**src/rtl/pwm_seq_ctrl.sv**
```systemverilog
// Four-channel PWM sequencer: shared up-counter with programmable period,
// per-channel compare thresholds, shadow registers committed at the wrap.
// Ports:
//   clock, reset            core clock, async active-high reset
//   cfg_valid/cfg_ready     config write handshake
//   cfg_addr, cfg_wdata     0=CTRL 1=PERIOD 2..5=CMP0..3 6=IP_CLR 7=reserved
//   io_pwm_port[3:0]        registered PWM levels
//   io_ip[3:0]              sticky compare-match flags
//   io_count, io_running    current counter value and sequencer activity
module pwm_seq_ctrl #(
  parameter int unsigned CNT_W = 16
) (
  input  logic             clock,
  input  logic             reset,
  input  logic             cfg_valid,
  output logic             cfg_ready,
  input  logic [2:0]       cfg_addr,
  input  logic [CNT_W-1:0] cfg_wdata,
  output logic [3:0]       io_pwm_port,
  output logic [3:0]       io_ip,
  output logic [CNT_W-1:0] io_count,
  output logic             io_running
);

  localparam int unsigned NCH   = 4;
  localparam int unsigned CLR_W = (CNT_W < NCH) ? CNT_W : NCH;

  typedef enum logic {ST_IDLE, ST_RUN} state_t;

  state_t           state;
  state_t           state_nxt;

  logic [1:0]       ctrl_sh;
  logic [CNT_W-1:0] period_sh;
  logic [CNT_W-1:0] cmp_sh  [NCH];
  logic             oneshot_act;
  logic [CNT_W-1:0] period_act;
  logic [CNT_W-1:0] cmp_act [NCH];
  logic [CNT_W-1:0] count;

  logic             running;
  logic             wrap;
  logic             wr;
  logic             load_act;
  logic [NCH-1:0]   clr_mask;
  logic [NCH-1:0]   ip_set;

  assign running  = (state == ST_RUN);
  assign wrap     = (count == period_act);
  assign wr       = cfg_valid && cfg_ready;
  // Active set tracks shadow while idle and commits only at the wrap.
  assign load_act = !running || wrap;
  assign clr_mask = (wr && cfg_addr == 3'd6) ? NCH'(cfg_wdata[CLR_W-1:0]) : '0;

  always_comb begin
    for (int i = 0; i < NCH; i++) begin
      ip_set[i] = running && (cmp_act[i] != '0) &&
                  (count == cmp_act[i] - CNT_W'(1));
    end
  end

  // State register
  always_ff @(posedge clock or posedge reset) begin
    if (reset) state <= ST_IDLE;
    else       state <= state_nxt;
  end

  // Next-state logic; a stop or oneshot always completes the current period
  always_comb begin
    state_nxt = state;
    case (state)
      ST_IDLE: if (ctrl_sh[0]) state_nxt = ST_RUN;
      ST_RUN:  if (wrap && (!ctrl_sh[0] || oneshot_act)) state_nxt = ST_IDLE;
      default: state_nxt = ST_IDLE;
    endcase
  end

  // Output logic: writes are blocked on the commit cycle only
  always_comb begin
    cfg_ready = 1'b1;
    if (running && wrap) cfg_ready = 1'b0;
  end

  // Shadow registers
  always_ff @(posedge clock or posedge reset) begin
    if (reset) begin
      ctrl_sh   <= '0;
      period_sh <= '0;
      for (int i = 0; i < NCH; i++) cmp_sh[i] <= '0;
    end else begin
      if (wr) begin
        case (cfg_addr)
          3'd0:    ctrl_sh   <= cfg_wdata[1:0];
          3'd1:    period_sh <= cfg_wdata;
          3'd2:    cmp_sh[0] <= cfg_wdata;
          3'd3:    cmp_sh[1] <= cfg_wdata;
          3'd4:    cmp_sh[2] <= cfg_wdata;
          3'd5:    cmp_sh[3] <= cfg_wdata;
          default: ;
        endcase
      end
      // Oneshot drops EN at its wrap so no second period starts
      if (running && wrap && oneshot_act) ctrl_sh[0] <= 1'b0;
    end
  end

  // Active registers and counter
  always_ff @(posedge clock or posedge reset) begin
    if (reset) begin
      oneshot_act <= 1'b0;
      period_act  <= '0;
      for (int i = 0; i < NCH; i++) cmp_act[i] <= '0;
      count       <= '0;
    end else begin
      if (load_act) begin
        oneshot_act <= ctrl_sh[1];
        period_act  <= period_sh;
        for (int i = 0; i < NCH; i++) cmp_act[i] <= cmp_sh[i];
        count       <= '0;
      end else begin
        count <= count + CNT_W'(1);
      end
    end
  end

  // Registered PWM levels and sticky flags (set beats clear)
  always_ff @(posedge clock or posedge reset) begin
    if (reset) begin
      io_pwm_port <= '0;
      io_ip       <= '0;
    end else begin
      for (int i = 0; i < NCH; i++) begin
        io_pwm_port[i] <= running && (count < cmp_act[i]);
      end
      io_ip <= (io_ip & ~clr_mask) | ip_set;
    end
  end

  assign io_count   = count;
  assign io_running = running;

endmodule

```
**config.mk**
```make
export PLATFORM = sky130hd
export DESIGN_NAME = pwm_seq_ctrl
export DESIGN_NICKNAME = d
export VERILOG_FILES = /design/src/rtl/pwm_seq_ctrl.sv
export SDC_FILE = /design/constraint.sdc
export NUM_CORES = 1
export LEC_CHECK = 0
export ABC_AREA = 1
export BUFFER_PORTS_ARGS = -buffer_cell sky130_fd_sc_hd__buf_2
export CAP_MARGIN = 25
export CORE_MARGIN = 5
export CORE_UTILIZATION = 52
export DETAILED_ROUTE_END_ITERATION = 7
export PLACE_DENSITY = 0.69
export SLEW_MARGIN = 20
export SYNTH_ARGS = -nofsm -noshare
export SYNTH_HDL_FRONTEND = slang
export SYNTH_SLANG_ARGS = --single-unit
```
**constraint.sdc**
```tcl
create_clock -name clock -period 7.7 [get_ports clock]
set_input_delay 0.77 -clock clock [delete_from_list [all_inputs] [get_ports clock]]
set_output_delay 0.77 -clock clock [all_outputs]
set_load 0.02 [all_outputs]
```
==> metrics.txt <==
# TYPE chip_impl_metric gauge
chip_impl_info{name="status",value="completed"} 1
chip_impl_metric{name="globalRouteOverflowTotal",unit=""} 0
chip_impl_metric{name="synth_adder_area_share",unit=""} 0.0785
chip_impl_metric{name="seq_power_share",unit=""} 0.335
chip_impl_info{name="cts_tree",value="yes"} 1
chip_impl_metric{name="hold_violations",unit=""} 0
chip_impl_metric{name="swShare",unit=""} 0.479
chip_impl_metric{name="post_cts_resized",unit=""} 0
chip_impl_metric{name="drt_pre_antenna_iters",unit=""} 5
chip_impl_info{name="cp-end-kind",value="flop"} 1
chip_impl_metric{name="finalSetupViolations",unit=""} 0
chip_impl_metric{name="synthDistinctLibCells",unit=""} 34
chip_impl_metric{name="worstPathRequired",unit="ps"} 7980
chip_impl_metric{name="first_global_vias",unit=""} 9574
chip_impl_metric{name="clock_latency",unit="ps"} 430
chip_impl_metric{name="drt_first_iter_violations",unit=""} 894
chip_impl_metric{name="design_area",unit="mm²"} 0.0125
chip_impl_metric{name="clock-sinks",unit=""} 188
chip_impl_metric{name="initial_core_util",unit=""} 0.530
chip_impl_metric{name="synth_xor_area_frac",unit=""} 0.0490
chip_impl_metric{name="stdcell_count",unit=""} 1900
chip_impl_metric{name="critical_path_arrival",unit="ps"} 3620
chip_impl_info{name="cp-start-kind",value="flop"} 1
chip_impl_metric{name="syn2layout_area_growth",unit="%"} 7.80
chip_impl_metric{name="avgRoutedWirePerCell",unit="µm"} 17.9
chip_impl_metric{name="post_cts_buffers",unit=""} 0
chip_impl_metric{name="postCtsHoldBufs",unit=""} 0
chip_impl_metric{name="drv_slew",unit=""} 0
chip_impl_metric{name="share_clk_of_total_power",unit=""} 0.168
chip_impl_metric{name="final_net_count",unit=""} 1703
chip_impl_metric{name="clock_tree.htree_level_count",unit=""} 4
chip_impl_metric{name="static-leakage-power",unit="nW"} 6.70
chip_impl_metric{name="period_minus_slack",unit="ps"} 3340
chip_impl_metric{name="floorplan.rows",unit=""} 54
chip_impl_metric{name="mean_number_of_vias_per_cell",unit=""} 5.46
chip_impl_info{name="synth_top_cell_by_area",value="dfrtp_1"} 1
chip_impl_metric{name="min_period_over_period",unit=""} 0.434
chip_impl_metric{name="worst_pin_slew",unit="ps"} 882
chip_impl_metric{name="internal_power",unit="mW"} 2.64
chip_impl_info{name="combinational_family_with_the_most_area_after_synthesis",value="simple AND/OR/NAND/NOR gates"} 1
chip_impl_metric{name="synth-compound-area-share",unit=""} 0.0681
chip_impl_metric{name="n_fill_cell",unit=""} 2110
chip_impl_metric{name="post_dp_cell_area",unit="mm²"} 0.0120
chip_impl_metric{name="cells_after_dpl",unit=""} 1869
chip_impl_metric{name="synth-simple-area-share",unit=""} 0.325
chip_impl_metric{name="synthMuxAreaShare",unit=""} 0
chip_impl_metric{name="pre_cts_ws",unit="ps"} 4370
chip_impl_metric{name="chipHeight",unit="µm"} 160
chip_impl_metric{name="post_synth_inst_count",unit=""} 1585
chip_impl_metric{name="timing.final.ws_setup",unit="ps"} 4360
chip_impl_metric{name="slew_headroom",unit=""} 0.412
chip_impl_metric{name="tritoncts.num_buffers",unit=""} 17
chip_impl_metric{name="vias",unit=""} 10400
chip_impl_info{name="hold_path_class",value="flop to flop"} 1
chip_impl_metric{name="ys.warnings.count",unit=""} 0
chip_impl_metric{name="setup-tns-final",unit="ps"} 0
chip_impl_metric{name="clock.fmax",unit="GHz"} 0.299
chip_impl_metric{name="share_comb_of_total_power",unit=""} 0.497
chip_impl_metric{name="finalHoldWorstSlack",unit="ps"} 478
chip_impl_metric{name="syn-cell-area",unit="mm²"} 0.0116
chip_impl_metric{name="critical_path.max_fanout",unit=""} 85
chip_impl_metric{name="totalWireLength",unit="µm"} 34000
chip_impl_info{name="worst-setup-path-type",value="flop to flop"} 1
chip_impl_metric{name="synthesis.area_per_instance",unit="µm²"} 7.34
chip_impl_metric{name="timing.max_cap.violations",unit=""} 0
chip_impl_metric{name="design.core.area",unit="mm²"} 0.0220
chip_impl_metric{name="power_per_cell_area",unit="mW/mm²"} 403
chip_impl_metric{name="grt_pass1_wl",unit="µm"} 54000
chip_impl_metric{name="antenna_found_initial",unit=""} 0
chip_impl_metric{name="fin_skew",unit="ps"} 12.1
chip_impl_metric{name="horizontal_die_dimension",unit="µm"} 160
chip_impl_metric{name="fraction_of_final_layout_cells_with_drive_strength_greater_than_1",unit=""} 0.0809
chip_impl_metric{name="gpl.final_weighted_congestion",unit=""} 0.955
chip_impl_metric{name="seq_area_frac_synth",unit=""} 0.404
chip_impl_metric{name="die_area",unit="mm²"} 0.0255
chip_impl_metric{name="vdd.ir_drop.worst",unit="mV"} 0.179
chip_impl_metric{name="antenna_left",unit=""} 0
chip_impl_metric{name="clk_pin_slew_worst_paths",unit="ps"} 80
chip_impl_metric{name="place.detailed.hpwl",unit="µm"} 25500
chip_impl_metric{name="io_buffers",unit=""} 47
chip_impl_info{name="clock_tree.root_cell",value="clkbuf_16"} 1
chip_impl_metric{name="grt_util_all_layers",unit=""} 0.268
chip_impl_metric{name="cts-root-to-sink-buffers",unit=""} 2
chip_impl_metric{name="n_antenna_cell",unit=""} 0
chip_impl_metric{name="synth_top_area_share",unit=""} 0.404
chip_impl_metric{name="remaining_drc_errors",unit=""} 0
chip_impl_info{name="synthTopCellsByArea",value="dfrtp_1, nand2_1, ha_1"} 1
chip_impl_metric{name="top_level_ports",unit=""} 48
chip_impl_metric{name="power.net_switching",unit="mW"} 2.42
chip_impl_metric{name="synth.ff_latch_count",unit=""} 188
chip_impl_metric{name="grt_max_degree",unit=""} 124
chip_impl_info{name="grt_setup_unrepaired",value="false"} 1
chip_impl_metric{name="post_synthesis_net_count",unit=""} 1680
==> power groups by stage <==
stage / clock network (mW) / logic [mW] / registers (mW)
floorplan: 0 / 1.91 / 1.57
global placement: 0 / 2.43 / 1.70
detailed placement: 0 / 2.47 / 1.70
CTS: 0.854 / 2.49 / 1.68
global route: 0.896 / 2.88 / 1.73
finish: 0.848 / 2.51 / 1.70
==> cell usage in the layout, fill, tap and decap left out, types with 4 or more instances in the layout <==
cell       netlist  routed
buf_4           15       9
nand2_2         24      24
inv_1          140     139
xor2_1          45      45
inv_2           11      10
nand2_1        532     532
nor2_1         158     158
nor3b_1          4       4
o21ai_1         26      26
inv_6            0       6
buf_2           19      47
nor3_1          12      11
nand3_1        147     147
xnor2_1         15      15
nand4_1         13      13
clkbuf_16        0      17
a21oi_1         41      41
ha_1            73      73
o21ai_0         85      85
dfrtp_1        188     188
==> metal layers <==
layer,vias up,part of all wire,routed length [µm],track usage
met5,-,0,0,0
met4,0,0.015,500,0.0651
met3,40,0.074,2520,0.0352
met2,378,0.42,14400,0.389
met1,4876,0.49,16600,0.425
li1,5071,-,-,-
==> synthesized netlist by cell type, drive strengths merged <==
library cell,count
a21o,1
a21oi,42
and2,2
buf,38
clkbuf,14
clkinv,1
dfrtp,188
ha,73
inv,151
nand2,558
nand3,148
nand3b,2
nand4,13
nor2,160
nor3,12
nor3b,4
nor4,2
o21ai,111
o21bai,1
or2,2
xnor2,15
xnor3,2
xor2,45
==> worst paths after layout <==
kind / end / from / slack, ps / cells past startpoint
worst max-delay path: cmp_act[42] / io_count[6] / 4360 / 10
worst max register to register: cmp_act[42] / io_count[6] / 4360 / 10
worst min-delay path: cmp_sh[12] / cmp_sh[12] / 480 / 2
max in group asynchronous: cmp_act[21] / reset / 5800 / 3
min in group asynchronous: cmp_sh[60] / reset / 500 / 2
worst min register to register: cmp_sh[12] / cmp_sh[12] / 480 / 2
==> cell families after synthesis <==
kind of cell / after synthesis
buffers and inverters: 204
adder cells (fa/ha/maj): 73
flip-flops: 188
AO/OA/AOI/OAI: 155
AND/OR/NAND/NOR: 903
XOR/XNOR: 62
==> final cells by class <==
type	instances	area (µm²)	share of cell area
clock buffers	19	443	0.0353
flip-flops and latches	188	4700	0.375
well taps	280	350	0.0279
clock inverters	12	101	0.00808
multi-input cells	1193	6060	0.483
inverters	152	581	0.0463
repair buffers	56	303	0.0241
==> stage by stage <==
stage,utilization,total power [mW]
floorplan,-,3.48
global placement,0.546,4.13
CTS,0.571,5.03
global route,0.571,5.51
finish,0.571,5.06
detailed placement,0.546,4.18
==> state kept, by name, summed over array words and instances, names as in the netlist <==
register,count
period_sh,16
ctrl_sh,2
io_pwm_port,4
period_act,16
cmp_sh,64
oneshot_act,1
cmp_act,64
io_count,16
io_running,1
io_ip,4
==> critical path, cell delays in order (launching register included) <==
cell     delay, ps
dfrtp_1        710
inv_2          190
nand2_1        100
nand2_1         50
nor2_1          90
nand2_1         90
nor2_4         220
a21oi_4        180
inv_4          580
buf_4          710
o21ai_0        220
(Power assumes the default switching activity.)
